==> src/rtl/fb_pkg.sv <==
// -----------------------------------------------------------------------------
// fb_pkg
// Shared types and defaults for the framebuffer rectangle-fill engine.
//
// Contents:
//   FB_WIDTH_DEF / FB_HEIGHT_DEF  default framebuffer geometry (words x rows)
//   FB_DATA_W                     framebuffer word / colour width
//   fb_state_e                    fill engine FSM states
//   color_t                       one framebuffer word
//   fill_cmd_t                    latched fill command
//
// Optional build macro: FB_FILL_PATTERN_EN adds the alternate (checkerboard)
// colour to fill_cmd_t.
// -----------------------------------------------------------------------------
package fb_pkg;

    localparam int FB_WIDTH_DEF  = 80;
    localparam int FB_HEIGHT_DEF = 60;
    localparam int FB_DATA_W     = 16;

    typedef logic [FB_DATA_W-1:0] color_t;

    typedef enum logic [2:0] {
        IDLE     = 3'd0,
        SETUP    = 3'd1,
        FILL     = 3'd2,
        NEXT_ROW = 3'd3,
        DONE     = 3'd4
    } fb_state_e;

    typedef struct packed {
        logic [7:0] x;
        logic [7:0] y;
        logic [7:0] w;
        logic [7:0] h;
        color_t     color;
`ifdef FB_FILL_PATTERN_EN
        color_t     color_alt;
`endif
    } fill_cmd_t;

endpackage

==> src/rtl/fb_clip.sv <==
// -----------------------------------------------------------------------------
// fb_clip
// Clips a rectangle (x, y, w, h) against a FB_WIDTH x FB_HEIGHT framebuffer.
// Purely combinational; the parent samples the results in its SETUP state.
//
// Ports:
//   x, y       in   8  rectangle origin (column, row)
//   w, h       in   8  requested width / height
//   w_clip     out  8  min(w, FB_WIDTH-x), or 0 when x is off the right edge
//   h_clip     out  8  min(h, FB_HEIGHT-y), or 0 when y is off the bottom edge
//   zero_area  out  1  clipped rectangle covers no words
// -----------------------------------------------------------------------------
module fb_clip #(
    parameter int FB_WIDTH  = 80,
    parameter int FB_HEIGHT = 60
) (
    input  logic [7:0] x,
    input  logic [7:0] y,
    input  logic [7:0] w,
    input  logic [7:0] h,
    output logic [7:0] w_clip,
    output logic [7:0] h_clip,
    output logic       zero_area
);

    // Axis 0 is horizontal, axis 1 is vertical; both follow the same rule.
    logic [15:0] pos_flat;
    logic [15:0] ext_flat;
    logic [15:0] clip_flat;

    assign pos_flat = {y, x};
    assign ext_flat = {h, w};

    for (genvar gi = 0; gi < 2; gi++) begin : g_axis
        localparam int LIM = (gi == 0) ? FB_WIDTH : FB_HEIGHT;

        logic [9:0] pos;
        logic [9:0] ext;
        logic [9:0] room;
        logic [7:0] axis_clip;

        assign pos  = {2'b00, pos_flat[gi*8 +: 8]};
        assign ext  = {2'b00, ext_flat[gi*8 +: 8]};
        // Words/rows left between the origin and the far edge; only
        // meaningful when the origin lies inside the framebuffer.
        assign room = 10'(LIM) - pos;

        always_comb begin
            if (pos >= 10'(LIM)) begin
                axis_clip = '0;
            end else if (ext <= room) begin
                axis_clip = ext[7:0];
            end else begin
                // room < ext <= 255 here, so it fits in 8 bits
                axis_clip = room[7:0];
            end
        end

        assign clip_flat[gi*8 +: 8] = axis_clip;
    end

    assign w_clip    = clip_flat[7:0];
    assign h_clip    = clip_flat[15:8];
    assign zero_area = (w_clip == 8'd0) || (h_clip == 8'd0);

endmodule

==> src/rtl/fb_fill_engine.sv <==
// -----------------------------------------------------------------------------
// fb_fill_engine
// Rectangle-fill writer for the VGA framebuffer BRAM. Accepts one command via
// valid/ready, clips it to the framebuffer and writes one word per clock into
// BRAM port B. Row transitions cost one idle cycle (NEXT_ROW).
//
// Ports:
//   clk, rst        clock, synchronous active-high reset
//   cmd_valid/ready command handshake (ready only while IDLE)
//   cmd_x, cmd_y    rectangle origin (column, row)
//   cmd_w, cmd_h    rectangle size in words / rows
//   cmd_color       fill word
//   cmd_color_alt   checkerboard alternate word (FB_FILL_PATTERN_EN only)
//   busy            high in SETUP, FILL and NEXT_ROW
//   done            one-cycle pulse when a command completes
//   bram_web        BRAM write enable (high only in FILL)
//   bram_addrb      BRAM write address
//   bram_dinb       BRAM write data
//
// Optional build macro: FB_FILL_PATTERN_EN -- writes cmd_color where
// (col+row) is even and cmd_color_alt where it is odd.
// All outputs are registered.
// -----------------------------------------------------------------------------
module fb_fill_engine
    import fb_pkg::*;
#(
    parameter int                FB_WIDTH  = FB_WIDTH_DEF,
    parameter int                FB_HEIGHT = FB_HEIGHT_DEF,
    parameter int                ADDR_W    = 16,
    parameter int                DATA_W    = FB_DATA_W,
    parameter logic [ADDR_W-1:0] FB_BASE   = '0
) (
    input  logic              clk,
    input  logic              rst,
    input  logic              cmd_valid,
    output logic              cmd_ready,
    input  logic [7:0]        cmd_x,
    input  logic [7:0]        cmd_y,
    input  logic [7:0]        cmd_w,
    input  logic [7:0]        cmd_h,
    input  logic [DATA_W-1:0] cmd_color,
`ifdef FB_FILL_PATTERN_EN
    input  logic [DATA_W-1:0] cmd_color_alt,
`endif
    output logic              busy,
    output logic              done,
    output logic              bram_web,
    output logic [ADDR_W-1:0] bram_addrb,
    output logic [DATA_W-1:0] bram_dinb
);

    // DATA_W is expected to equal FB_DATA_W (the width of color_t).

    fb_state_e         state_reg,    state_next;
    fill_cmd_t         cmd_reg,      cmd_next;
    logic [7:0]        w_clip_reg,   w_clip_next;
    logic [7:0]        h_clip_reg,   h_clip_next;
    logic [7:0]        col_reg,      col_next;
    logic [7:0]        row_reg,      row_next;
    logic [ADDR_W-1:0] row_base_reg, row_base_next;

    logic              ready_reg,    ready_next;
    logic              busy_reg,     busy_next;
    logic              done_reg,     done_next;
    logic              web_reg,      web_next;
    logic [ADDR_W-1:0] addr_reg,     addr_next;
    logic [DATA_W-1:0] din_reg,      din_next;

    logic [7:0]        clip_w;
    logic [7:0]        clip_h;
    logic              clip_zero;
    logic [31:0]       y_offset;
    logic [ADDR_W-1:0] first_row_base;
    logic [ADDR_W-1:0] x_ext;

    fb_clip #(
        .FB_WIDTH  (FB_WIDTH),
        .FB_HEIGHT (FB_HEIGHT)
    ) u_clip (
        .x         (cmd_reg.x),
        .y         (cmd_reg.y),
        .w         (cmd_reg.w),
        .h         (cmd_reg.h),
        .w_clip    (clip_w),
        .h_clip    (clip_h),
        .zero_area (clip_zero)
    );

    // Address of the first word of the top clipped row (modulo 2^ADDR_W).
    assign y_offset       = 32'(cmd_reg.y) * 32'(FB_WIDTH);
    assign first_row_base = FB_BASE + y_offset[ADDR_W-1:0];
    assign x_ext          = ADDR_W'(cmd_reg.x);

    always_comb begin
        state_next    = state_reg;
        cmd_next      = cmd_reg;
        w_clip_next   = w_clip_reg;
        h_clip_next   = h_clip_reg;
        col_next      = col_reg;
        row_next      = row_reg;
        row_base_next = row_base_reg;
        ready_next    = ready_reg;
        busy_next     = busy_reg;
        done_next     = 1'b0;
        web_next      = 1'b0;
        addr_next     = addr_reg;
        din_next      = din_reg;

        unique case (state_reg)
            IDLE: begin
                if (cmd_valid && ready_reg) begin
                    cmd_next.x     = cmd_x;
                    cmd_next.y     = cmd_y;
                    cmd_next.w     = cmd_w;
                    cmd_next.h     = cmd_h;
                    cmd_next.color = cmd_color;
`ifdef FB_FILL_PATTERN_EN
                    cmd_next.color_alt = cmd_color_alt;
`endif
                    state_next = SETUP;
                    ready_next = 1'b0;
                    busy_next  = 1'b1;
                end
            end

            SETUP: begin
                w_clip_next   = clip_w;
                h_clip_next   = clip_h;
                row_base_next = first_row_base;
                col_next      = '0;
                row_next      = '0;
                if (clip_zero) begin
                    state_next = DONE;
                    busy_next  = 1'b0;
                    done_next  = 1'b1;
                end else begin
                    // First word is presented in the cycle FILL begins.
                    state_next = FILL;
                    web_next   = 1'b1;
                    addr_next  = first_row_base + x_ext;
                end
            end

            FILL: begin
                if (col_reg == w_clip_reg - 8'd1) begin
                    if (row_reg == h_clip_reg - 8'd1) begin
                        state_next = DONE;
                        busy_next  = 1'b0;
                        done_next  = 1'b1;
                    end else begin
                        state_next = NEXT_ROW;
                    end
                end else begin
                    col_next  = col_reg + 8'd1;
                    web_next  = 1'b1;
                    addr_next = addr_reg + 1'b1;
                end
            end

            NEXT_ROW: begin
                row_base_next = row_base_reg + ADDR_W'(FB_WIDTH);
                row_next      = row_reg + 8'd1;
                col_next      = '0;
                state_next    = FILL;
                web_next      = 1'b1;
                addr_next     = row_base_reg + ADDR_W'(FB_WIDTH) + x_ext;
            end

            DONE: begin
                state_next = IDLE;
                ready_next = 1'b1;
            end

            default: begin
                state_next = IDLE;
                ready_next = 1'b1;
                busy_next  = 1'b0;
            end
        endcase

        // Data for the word being presented next; col/row are relative to
        // the clipped origin.
        if (web_next) begin
`ifdef FB_FILL_PATTERN_EN
            din_next = (col_next[0] ^ row_next[0]) ? cmd_reg.color_alt : cmd_reg.color;
`else
            din_next = cmd_reg.color;
`endif
        end
    end

    always_ff @(posedge clk) begin
        if (rst) begin
            state_reg    <= IDLE;
            cmd_reg      <= '0;
            w_clip_reg   <= '0;
            h_clip_reg   <= '0;
            col_reg      <= '0;
            row_reg      <= '0;
            row_base_reg <= '0;
            ready_reg    <= 1'b1;
            busy_reg     <= 1'b0;
            done_reg     <= 1'b0;
            web_reg      <= 1'b0;
            addr_reg     <= '0;
            din_reg      <= '0;
        end else begin
            state_reg    <= state_next;
            cmd_reg      <= cmd_next;
            w_clip_reg   <= w_clip_next;
            h_clip_reg   <= h_clip_next;
            col_reg      <= col_next;
            row_reg      <= row_next;
            row_base_reg <= row_base_next;
            ready_reg    <= ready_next;
            busy_reg     <= busy_next;
            done_reg     <= done_next;
            web_reg      <= web_next;
            addr_reg     <= addr_next;
            din_reg      <= din_next;
        end
    end

    assign cmd_ready  = ready_reg;
    assign busy       = busy_reg;
    assign done       = done_reg;
    assign bram_web   = web_reg;
    assign bram_addrb = addr_reg;
    assign bram_dinb  = din_reg;

endmodule

==> config.mk <==
export PLATFORM = sky130hd
export DESIGN_NAME = fb_fill_engine
export DESIGN_NICKNAME = d
export VERILOG_FILES = /design/src/rtl/fb_pkg.sv /design/src/rtl/fb_clip.sv /design/src/rtl/fb_fill_engine.sv
export SDC_FILE = /design/constraint.sdc
export NUM_CORES = 1
export LEC_CHECK = 0
export CELL_PAD_IN_SITES_DETAIL_PLACEMENT = 1
export CELL_PAD_IN_SITES_GLOBAL_PLACEMENT = 1
export CORE_MARGIN = 2
export CORE_UTILIZATION = 29
export DETAILED_ROUTE_END_ITERATION = 6
export PLACE_DENSITY = 0.55
export SLEW_MARGIN = 20
export SYNTH_ARGS = -nofsm -noshare
export SYNTH_HDL_FRONTEND = slang
export SYNTH_SLANG_ARGS = --single-unit
==> constraint.sdc <==
create_clock -name clk -period 5.1 [get_ports clk]
set_clock_uncertainty 0.15 [all_clocks]
set_input_delay 1.02 -clock clk [delete_from_list [all_inputs] [get_ports clk]]
set_output_delay 1.02 -clock clk [all_outputs]
set_load 0.02 [all_outputs]
[Word-level counts from Yosys, hierarchy flattened]
Cells that the tools add are included.
Storage, ports and cells
  bits in writable memories: 0
  bits in registers: 135
  bits in latches: 0
  ROM bits: 0
  input bits: 51
  logic and storage cells: 93
  output and inout port bits: 36
  memories: 0
Operators by class
  reductions and logical operators: 17
  add/subtract/negate cells: 10
  divide/modulo/power cells: 0
  $mul: 1
  bitwise operators: 2
  mux-type cells: 30
  eq/ne operators: 12
  shifts and indexed selects: 0
  $lt $le $gt $ge: 4
Operators by type and width (number)
  16-bit one-hot mux with 3 select lines: 1
  8-bit 2-to-1 mux: 5
  16-bit 2-to-1 mux: 2
  16-bit one-hot mux with 2 select lines: 1
  8-bit one-hot mux with 2 select lines: 2
  8-bit by 10-bit <= comparator with 1-bit output: 2
  15-bit by 8-bit adder with 16-bit output: 1
  16-bit by 1-bit adder with 16-bit output (second input constant): 1
  16-bit by 7-bit adder with 16-bit output (second input constant): 1
  16-bit by 8-bit adder with 16-bit output: 1
  8-bit by 1-bit adder with 8-bit output (second input constant): 2
  8-bit equality test: 2
  8-bit logical NOT: 2
  8-bit by 1-bit subtractor with 8-bit output (second input constant): 2
  3-bit 2-to-1 mux: 4
  2-bit inequality test (second input constant): 6
  3-bit one-hot mux with 4 select lines: 1
  8-bit by 3-bit multiplier with 11-bit output (second input constant): 1
  1-bit 2-to-1 mux: 10
  6-bit by 8-bit subtractor with 9-bit output (first input constant): 1
  7-bit by 8-bit subtractor with 9-bit output (first input constant): 1
  8-bit by 6-bit greater-or-equal comparator with 1-bit output (second input constant): 1
  8-bit by 7-bit greater-or-equal comparator with 1-bit output (second input constant): 1
  2-bit AND reduction: 4
  other kinds (16): 21

[Logic depth before layout (Yosys ltp)]
Gate-level depths: netlist of run 1.
  word-level depth: 8
  gate-level depth with buffers: 17
  mapped depth without buffers: 15

[By module]
From an unflattened synthesis of run 1, not the netlist that was laid out.
Unflattened totals
  cell total of the unflattened synthesis: 1052
  area, all modules: 8159.1 um^2
By module, submodules not included
  fb_fill_engine: cells each 907, area each 7131.8 um^2, times used 1
  fb_clip: cells each 145, area each 1027.2 um^2, times used 1

[Worst setup path before layout of run 1]
OpenSTA, ideal clock, no wires.
  path kind: flip-flop to flip-flop
  start: register cmd_reg[40] (netlist name)
  end: register addr_reg[4], in the netlist bram_addrb[4]
  stages on the path, launching flop included: 17
  arrival time: 3.540 ns
  data required time: 4.816 ns
  setup time: 0.134 ns
  slack: 1.276 ns
  period minus slack after synthesis: 3.824 ns
  path through: dfxtp_1 inv_1 ha_1 or3b_4 nand2b_1 and2_1 nor2_1 ha_1 and4_1 a221o_1 a41o_1 nor2_4 o211ai_1 a22o_1 buf_4 o311ai_0 o31ai_1
Between the ends
  word-level cells in the longest chain between the ends: 8
Ends and longest elaborated chain
  start: declaration: RTL line fb_fill_engine.sv:55  | fill_cmd_t cmd_reg, cmd_next;
  start signal: assignment: RTL line fb_fill_engine.sv:209  | cmd_reg <= cmd_next;
  7-bit by 8-bit subtractor with 9-bit output: RTL line fb_clip.sv:46  | assign room = 10'(LIM) - pos;
  8-bit by 10-bit <= comparator with 1-bit output: RTL line fb_clip.sv:51  | end else if (ext <= room) begin
  8-bit 2-to-1 mux: RTL line fb_clip.sv:51
  8-bit 2-to-1 mux: RTL line fb_clip.sv:49  | if (pos >= 10'(LIM)) begin
  8-bit logical NOT: RTL line fb_clip.sv:64  | assign zero_area = (w_clip == 8'd0) || (h_clip == 8'd0);
  1-bit logical OR: RTL line fb_clip.sv:64
  2-bit inequality test (no line)
  3-bit AND reduction (no line)
  end signal: assignment: RTL line fb_fill_engine.sv:219  | addr_reg <= addr_next;
  end: declaration: RTL line fb_fill_engine.sv:66  | logic [ADDR_W-1:0] addr_reg, addr_next;
Several ways; a longest one is shown, not always the timed one. The select of a mux whose other input is x is not followed.
A chain may end at the register's enable or synchronous reset.

[Worst setup path after layout of run 1]
  start: register cmd_reg[40] (netlist name)
  end: register addr_reg[6], in the netlist bram_addrb[6]
Same word-level chain as after synthesis.

==> run summary, run 1 <==
Area of the die = 0.0287 mm^2
CP Capture Point = bram_addrb[6]
Hold Fails Final Rpt = 0
Sequential cell area fraction in the yosys report = 0.330
Chip height = 169 um
P per Cell Area = 404 mW/mm^2
Mapped Cells = 1021
Setup CP Type = reg -> reg
Worst relative slew slack = 0.406
Setup crit start = cmd_reg[40]
Minimum clock period = 4.42 ns
1st-iter DRT viols = 388
Max-cap viol count = 0
Worst reg2reg path depth = 15
Antenna violations before repair = 0
Routed vias/inst = 5.21
CP endpoint kind = register
Final TNS setup = 0 ns
Total CTS buffers = 17
Cts hold-fix bufs = 0
YS warnings = 0
Status = complete, no violations
WL per Instance = 18.5 um
Cts repair resizes = 0
DRT Pass-1 Iters = 4
Final worst path period share = 0.867
Slew @ Worst Pin = 0.891 ns
Origin of the critical flop-to-flop path = cmd_reg[40]
Slew Limit Fails = 0
Clock transition at path regs = 0.06 ns
Vias in the first global route = 7814
Synth Cell Area = 0.00794 mm^2
#FFs+latches synth = 131
Vias post-DR = 7478
Rows = 60
Setup bufs post-CTS = 0
Root Buffer = clkbuf_16
Max reg flops = 48
Clock Sinks = 131
Pin count of the biggest net entering global routing = 62
Congestion Overflow GR = 0
Routed Antenna Nets = 0
DRC = 0
Syn nets = 1118
R2R Path End = bram_addrb[6]
Async S/R FF share, synth = 0
WHS = 0.307 ns
Fillers = 3230
First-pass GRT wire length = 43.5 mm
Routability cong. = 0.820
Worst reg2reg setup slack = 0.68 ns
Post-synth EDFFs = 0
Fmax = 0.226 GHz
Crit path DAT = 4.60 ns
Clock latency on the worst-skew pair = 0.42 ns
DRT Wirelength = 26.6 mm
Count of different cell masters after synthesis = 71
RSZ-0062 raised after global routing = no
Peak fanout along the critical path = 10
Ports = 87
Final setup fails = 0
H-tree levels = 4
Worst path required time = 5.28 ns
Top_reg_cell synth = dfxtp_1
Die width = 169 um
Core area = 0.0270 mm^2
Max clock buf depth = 2
Area delta synth->final = 22.6%
ANT cells = 0
GRT Total Usage = 0.193
CTS tree = built
Buffers on Ports = 86
Post-Syn Area per Cell = 7.78 um^2
Final nets = 1179
Crit path launch type = register
Hold Crit Class = reg -> reg
Peak VDD IR = 0.000149 V
Initial core utilization = 0.295
Fraction of layout cells with a size suffix above 1 = 0.0585
Cell leakage power = 3.55 nW
HPWL Detailed = 19.1 mm
[cell families (layout without fill, tap and decap cells)]
group | Yosys count | in the layout | synth area share
AO/OA/AOI/OAI | 289 | 289 | 0.227
flip-flops | 131 | 131 | 0.330
AND/OR/NAND/NOR | 377 | 377 | 0.224
adder cells (fa/ha/maj) | 46 | 46 | 0.0744
multiplexers | 11 | 11 | 0.0143
XOR/XNOR | 76 | 76 | 0.0838
buffers and inverters | 91 | 164 | 0.0460
[worst max-delay path: stages, from the launching register on]
cell and delay (ns):
dfxtp_1 0.40, inv_1 0.11, ha_1 0.19, or3b_4 0.41, nand2b_1 0.17, and2_1 0.21, nor2_1 0.12, ha_1 0.24
and4_1 0.20, a221o_1 0.35, a41oi_1 0.30, and2_1 0.23, nor3_1 0.08, a22oi_2 0.44, nand2_1 0.39, o31ai_1 0.34
[placed cells by master, fill, tap and decap left out, types with 8 or more instances in the layout]
master / count
xnor2_1: 47
a211oi_1: 16
nor3_1: 23
nor4_1: 9
clkbuf_16: 17
o22ai_1: 8
o211ai_1: 12
dfxtp_1: 131
o21ai_0: 55
nor2_1: 87
ha_1: 44
nor2b_1: 11
inv_1: 31
clkdlybuf4s50_1: 85
nand4_1: 14
a21oi_1: 114
xor2_1: 29
a22oi_1: 10
nand2_1: 140
buf_4: 17
nand3_1: 41
mux2i_1: 8
[worst min-delay path by stage]
stage | start | endpoint | slack [ns] | cells after the start
floorplan | cmd_reg[0] | cmd_reg[0] | 0.29 | 2
global placement | cmd_reg[14] | cmd_reg[14] | 0.29 | 2
detailed placement | cmd_reg[2] | cmd_reg[2] | 0.30 | 2
CTS | cmd_reg[14] | cmd_reg[14] | 0.31 | 2
global route | cmd_reg[5] | cmd_reg[5] | 0.33 | 2
finish | cmd_reg[7] | cmd_reg[7] | 0.31 | 2
[Yosys cell counts (6+ instances only)]
cell type,instances,share of area
xor2_1,29,0.032
nand2_1,140,0.066
clkbuf_1,47,0.022
dfxtp_1,131,0.33
o21bai_1,6,0.0057
a21oi_1,114,0.072
nand3_1,41,0.026
nor4_1,10,0.0079
nor3_1,23,0.014
o211ai_1,12,0.011
o21ai_0,55,0.035
a21o_1,7,0.0066
ha_1,44,0.069
and3_1,7,0.0055
buf_2,6,0.0038
inv_1,31,0.015
xnor2_1,47,0.052
a211oi_1,16,0.015
or3_1,7,0.0055
nor2_1,87,0.041
nand2b_1,6,0.0047
a22oi_1,10,0.0095
and2_1,6,0.0047
nand4_1,14,0.011
o22ai_1,8,0.0063
nor2b_1,11,0.0087
mux2i_1,8,0.010
o31ai_1,7,0.0066
[layer usage]
layer	vias up	track usage	routed length, um
met5	-	0	0
met1	3598	0.255	13200
li1	3769	-	-
met2	96	0.323	12300
met4	0	0.0513	366
met3	15	0.0345	695
[area by class of cell]
| cell class | count | area (um^2) | share of cell area |
|---|---|---|---|
| clock buffer | 19 | 453 | 0.0465 |
| clock inverter | 12 | 179 | 0.0184 |
| inverter | 31 | 116 | 0.0119 |
| multi-input combinational | 799 | 4960 | 0.510 |
| sequential | 131 | 2620 | 0.269 |
| tap | 341 | 427 | 0.0438 |
| timing repair buffer | 102 | 978 | 0.100 |
[stage by stage]
step	total power [mW]	util	instance area, um^2	std cells	setup slack [ns]
after global placement	2.61	0.338	9110	1404	0.791
after floorplan	2.14	-	7940	1021	1.28
after detailed placement	2.61	0.338	9110	1404	0.677
final	3.93	0.361	9740	1435	0.677
after CTS	3.99	0.361	9740	1435	0.650
after global routing	4.20	0.361	9740	1435	0.263
[report_power, final]
group          switching, mW  internal (mW)
logic                  0.794          0.487
registers              0.162           1.13
clock network          0.508          0.845
No activity file was read; power rests on OpenSTA's default activity.
==> run 2, diff against run 1 <==
--- a/config.mk
+++ b/config.mk
@@ -11,7 +11,7 @@
 export CORE_UTILIZATION = 29
 export DETAILED_ROUTE_END_ITERATION = 6
 export PLACE_DENSITY = 0.55
-export SLEW_MARGIN = 20
+export SLEW_MARGIN = 40
 export SYNTH_ARGS = -nofsm -noshare
 export SYNTH_HDL_FRONTEND = slang
 export SYNTH_SLANG_ARGS = --single-unit
==> run summary, run 2 (synthesis results as in run 1) <==
P per Cell Area = 403 mW/mm^2
Initial core utilization = 0.295
First-pass GRT wire length = 43.8 mm
Slowest CP cell = a22oi_2
Clock transition at path regs = 0.07 ns
1st-iter DRT viols = 429
Final TNS setup = 0 ns
Max reg flops = 48
Clock Sinks = 131
WL per Instance = 18.6 um
Hold Crit Class = reg -> reg
Area delta synth->final = 22.6%
Max clock buf depth = 2
RSZ-0062 raised after global routing = no
Buffers on Ports = 86
Congestion Overflow GR = 0
DRT Pass-1 Iters = 4
H-tree levels = 4
Design area = 0.00974 mm^2
Place WS = 0.691 ns
Routed vias/inst = 5.26
DRT Wirelength = 26.7 mm
Clock latency on the worst-skew pair = 0.43 ns
CP endpoint kind = register
Crit path launch type = register
Status = complete, no violations
Setup ws final = 0.678 ns
PnR Total Power = 3.93 mW
Worst path required time = 5.28 ns
Setup bufs post-CTS = 0
Antenna violations before repair = 0
Die width = 169 um
Hold Fails Final Rpt = 0
Minimum clock period = 4.42 ns
Peak fanout along the critical path = 10
Root Buffer = clkbuf_16
Peak VDD IR = 0.000151 V
Ports = 87
Routed Antenna Nets = 0
Fraction of layout cells with a size suffix above 1 = 0.0567
Cell Area, Placed = 0.00911 mm^2
Critical-path cell list = inv_1, ha_1, or3b_4, nand2b_1, and2_1, nor2_1, ha_1, and4_1, a221o_1, a41oi_1, and2_1, nor3_1, a22oi_2, nand2_1, o31ai_1
Total CTS buffers = 17
Slew @ Worst Pin = 0.775 ns
Slew Limit Fails = 0
Critical path's top delay family = simple AND/OR/NAND/NOR gates
Final setup fails = 0
Pin count of the biggest net entering global routing = 62
Slowest Stage Delay on Critical Path = 0.44 ns
CTS tree = built
Crit path DAT = 4.60 ns
Vias post-DR = 7543
Setup CP Type = reg -> reg
CP Buf/Inv Count = 1
Fin util = 0.361
ANT cells = 0
Most frequent cells in the layout = nand2_1, dfxtp_1, a21oi_1
Chip height = 169 um
Final worst path period share = 0.867
Vias in the first global route = 7784
Cts hold-fix bufs = 0
DRC = 0
Routability cong. = 0.820
Core area = 0.0270 mm^2
Leading cell type in the layout, fill and taps excluded = nand2_1
Worst relative slew slack = 0.484
Final nets = 1179
Area of the die = 0.0287 mm^2
HPWL Detailed = 19.0 mm
GRT Total Usage = 0.193
Rows = 60
Fmax = 0.226 GHz
Cell leakage power = 3.55 nW
Max-cap viol count = 0
Cts repair resizes = 0
[run 2: cell count changes in the layout (fill, tap and decap cells not counted), sizes merged]
cell,before,now
clkinv,3,2
clkbuf,19,20
[run 2: worst reg2reg max path: cells and delay by family (launching register included)]
kind                       cells  cell delay [ns]
and+or+nand+nor                8             1.80
buffers and inverters          1             0.12
DFF                            1             0.39
AOI/OAI and AO/OA              4             1.43
adders and majority gates      2             0.44
[run 2: path summary, 6_finish.rpt]
| kind | to | cells past startpoint | slack (ns) | start |
|---|---|---|---|---|
| worst min-delay path | cmd_reg[2] | 2 | 0.31 | cmd_reg[2] |
| worst max register to register | bram_addrb[4] | 15 | 0.68 | cmd_reg[40] |
| worst min register to register | cmd_reg[2] | 2 | 0.31 | cmd_reg[2] |
| worst max-delay path | bram_addrb[4] | 15 | 0.68 | cmd_reg[40] |
[run 2: per-layer routing]
| layer | part of all wire | vias up | global-route usage |
|---|---|---|---|
| met3 | 0.027 | 20 | 0.0350 |
| li1 | - | 3775 | - |
| met5 | 0 | - | 0 |
| met2 | 0.47 | 103 | 0.321 |
| met4 | 0.014 | 0 | 0.0494 |
| met1 | 0.49 | 3645 | 0.259 |
[run 2: metrics by stage]
stage / cells / hold WS, ns
2_1_floorplan: 1021 / 0.287
3_3_place_gp: 1404 / 0.294
3_5_place_dp: 1404 / 0.301
4_1_cts: 1435 / 0.311
5_1_grt: 1435 / 0.326
6_report: 1435 / 0.307
[run 2: power breakdown]
part | switching (mW) | internal (mW)
Clock | 0.509 | 0.834
Sequential | 0.164 | 1.14
Combinational | 0.796 | 0.488
Total | 1.47 | 2.46
[run 2: layout make-up]
cell class,instances,area (um^2)
Clock buffer,20,447
Clock inverter,11,178
Fill cell,3245,17200
Inverter,31,116
Multi-Input combinational cell,799,4970
Sequential cell,131,2620
Tap cell,341,427
Timing Repair Buffer,102,978
==> run 3, diff against run 2 <==
--- a/config.mk
+++ b/config.mk
@@ -5,9 +5,10 @@
 export SDC_FILE = /design/constraint.sdc
 export NUM_CORES = 1
 export LEC_CHECK = 0
+export ABC_CLOCK_PERIOD_IN_PS = 5120
 export CELL_PAD_IN_SITES_DETAIL_PLACEMENT = 1
 export CELL_PAD_IN_SITES_GLOBAL_PLACEMENT = 1
-export CORE_MARGIN = 2
+export CORE_MARGIN = 3
 export CORE_UTILIZATION = 29
 export DETAILED_ROUTE_END_ITERATION = 6
 export PLACE_DENSITY = 0.55
==> constraint.sdc (replaced) <==
create_clock -name clk -period 5.12 [get_ports clk]
set_clock_uncertainty 0.15 [all_clocks]
set_input_delay 1.024 -clock clk [delete_from_list [all_inputs] [get_ports clk]]
set_output_delay 1.024 -clock clk [all_outputs]
set_load 0.02 [all_outputs]
==> run summary, run 3 (synthesis results as in run 1) <==
1st-iter DRT viols = 370
Pin count of the biggest net entering global routing = 73
Clock latency on the worst-skew pair = 0.43 ns
DRC = 0
Slew Limit Fails = 0
Die width = 171 um
Final setup fails = 0
Max clock buf depth = 2
Crit path DAT = 4.70 ns
Peak VDD IR = 0.000160 V
Root Buffer = clkbuf_16
CTS tree = built
Status = complete, no violations
Setup bufs post-CTS = 0
GRT Total Usage = 0.188
Worst relative slew slack = 0.467
Setup CP Type = reg -> reg
Total CTS buffers = 17
H-tree levels = 4
Most frequent cells in the layout = nand2_1, dfxtp_1, a21oi_1
Max-cap viol count = 0
Buffers on Ports = 86
Ports = 87
ANT cells = 0
HPWL Detailed = 19.3 mm
Comb pwr share = 0.323
Final nets = 1178
Routability cong. = 0.849
Crit path launch type = register
Minimum clock period = 4.53 ns
Hold Crit Class = reg -> reg
DRT Pass-1 Iters = 4
Internal Power = 2.48 mW
Net Sw Frac = 0.375
P per Cell Area = 407 mW/mm^2
Worst path required time = 5.30 ns
Clk network pwr share = 0.352
Chip height = 171 um
Fmax = 0.221 GHz
DRT Wirelength = 26.8 mm
Clock Sinks = 131
Hold Fails Final Rpt = 0
Worst reg2reg setup slack = 0.59 ns
Rows = 59
Peak fanout along the critical path = 10
Core area = 0.0265 mm^2
Initial core utilization = 0.300
Max reg flops = 48
Dpl cells = 1397
WL per Instance = 18.8 um
Vias post-DR = 7547
Routed vias/inst = 5.28
Routed Antenna Nets = 0
Vias in the first global route = 7748
Fraction of layout cells with a size suffix above 1 = 0.0594
Slew @ Worst Pin = 0.796 ns
Sequential power share = 0.325
CP endpoint kind = register
Congestion Overflow GR = 0
Clock transition at path regs = 0.07 ns
Net Sw Power = 1.49 mW
Final TNS setup = 0 ns
Cts repair resizes = 0
First-pass GRT wire length = 43.4 mm
RSZ-0062 raised after global routing = no
Final worst path period share = 0.884
Leading cell type in the layout, fill and taps excluded = nand2_1
Non-filler cells, final = 1429
Area delta synth->final = 23.0%
Cell leakage power = 3.57 nW
Area of the die = 0.0294 mm^2
Cts hold-fix bufs = 0
Antenna violations before repair = 1
==> run 3: cell count changes in the layout (fill, tap and decap cells not counted), sizes merged <==
cell,previous run,this run
clkbuf,20,17
clkinv,2,4
inv,33,35
buf,17,16
bufinv,4,5
clkinvlp,3,2
==> run 3: path summary, 6_finish.rpt <==
kind,startpoint,end,cells after the start
setup / recovery,cmd_reg[40],bram_addrb[12],15
hold / removal,cmd_reg[4],cmd_reg[4],2
setup reg to reg,cmd_reg[40],bram_addrb[12],15
hold reg to reg,cmd_reg[4],cmd_reg[4],2
==> run 3: worst max-delay path, stage by stage, from the launching register on <==
cell      delay [ns]
dfxtp_1         0.41
inv_1           0.12
ha_1            0.20
or3b_4          0.41
nand2b_1        0.17
and2_1          0.22
nor2_1          0.11
ha_1            0.24
and4_1          0.21
a221o_1         0.36
a41oi_1         0.34
and2_1          0.23
nor3_1          0.08
a22oi_2         0.43
nand2_1         0.40
a211oi_1        0.35
==> run 3: metal layers <==
layer,GRT usage,share of wire,wire (um)
met1,0.259,0.50,13300
met5,0,0.00067,18
met4,0.0469,0.010,275
met2,0.305,0.46,12400
met3,0.0313,0.030,801
==> run 3: stage by stage <==
step / instance area [um^2] / util / setup slack [ns] / power (mW) / hold WS [ns]
after global routing: 9760 / 0.368 / 0.279 / 4.23 / 0.333
after detailed placement: 9110 / 0.344 / 0.662 / 2.61 / 0.300
after CTS: 9760 / 0.368 / 0.640 / 4.03 / 0.311
after floorplan: 7940 / - / 1.30 / 2.13 / 0.287
after global placement: 9090 / 0.343 / 0.799 / 2.60 / 0.295
final: 9760 / 0.368 / 0.594 / 3.97 / 0.306
==> run 3: area by class of cell <==
class / instances / area, um^2
Inverter: 31 / 116
Timing Repair Buffer: 101 / 975
Sequential cell: 131 / 2620
Clock inverter: 15 / 228
Tap cell: 335 / 419
Clock buffer: 17 / 425
Multi-Input combinational cell: 799 / 4980
Fill cell: 3191 / 16700
==> run 3: power by group through the flow <==
stage                     registers [mW]  clock network (mW)  logic, mW
final                               1.29                1.40       1.28
after global routing                1.31                1.48       1.44
after CTS                           1.29                1.43       1.30
after detailed placement            1.31                   0       1.29
after global placement              1.32                   0       1.28
after floorplan                     1.28                   0      0.847
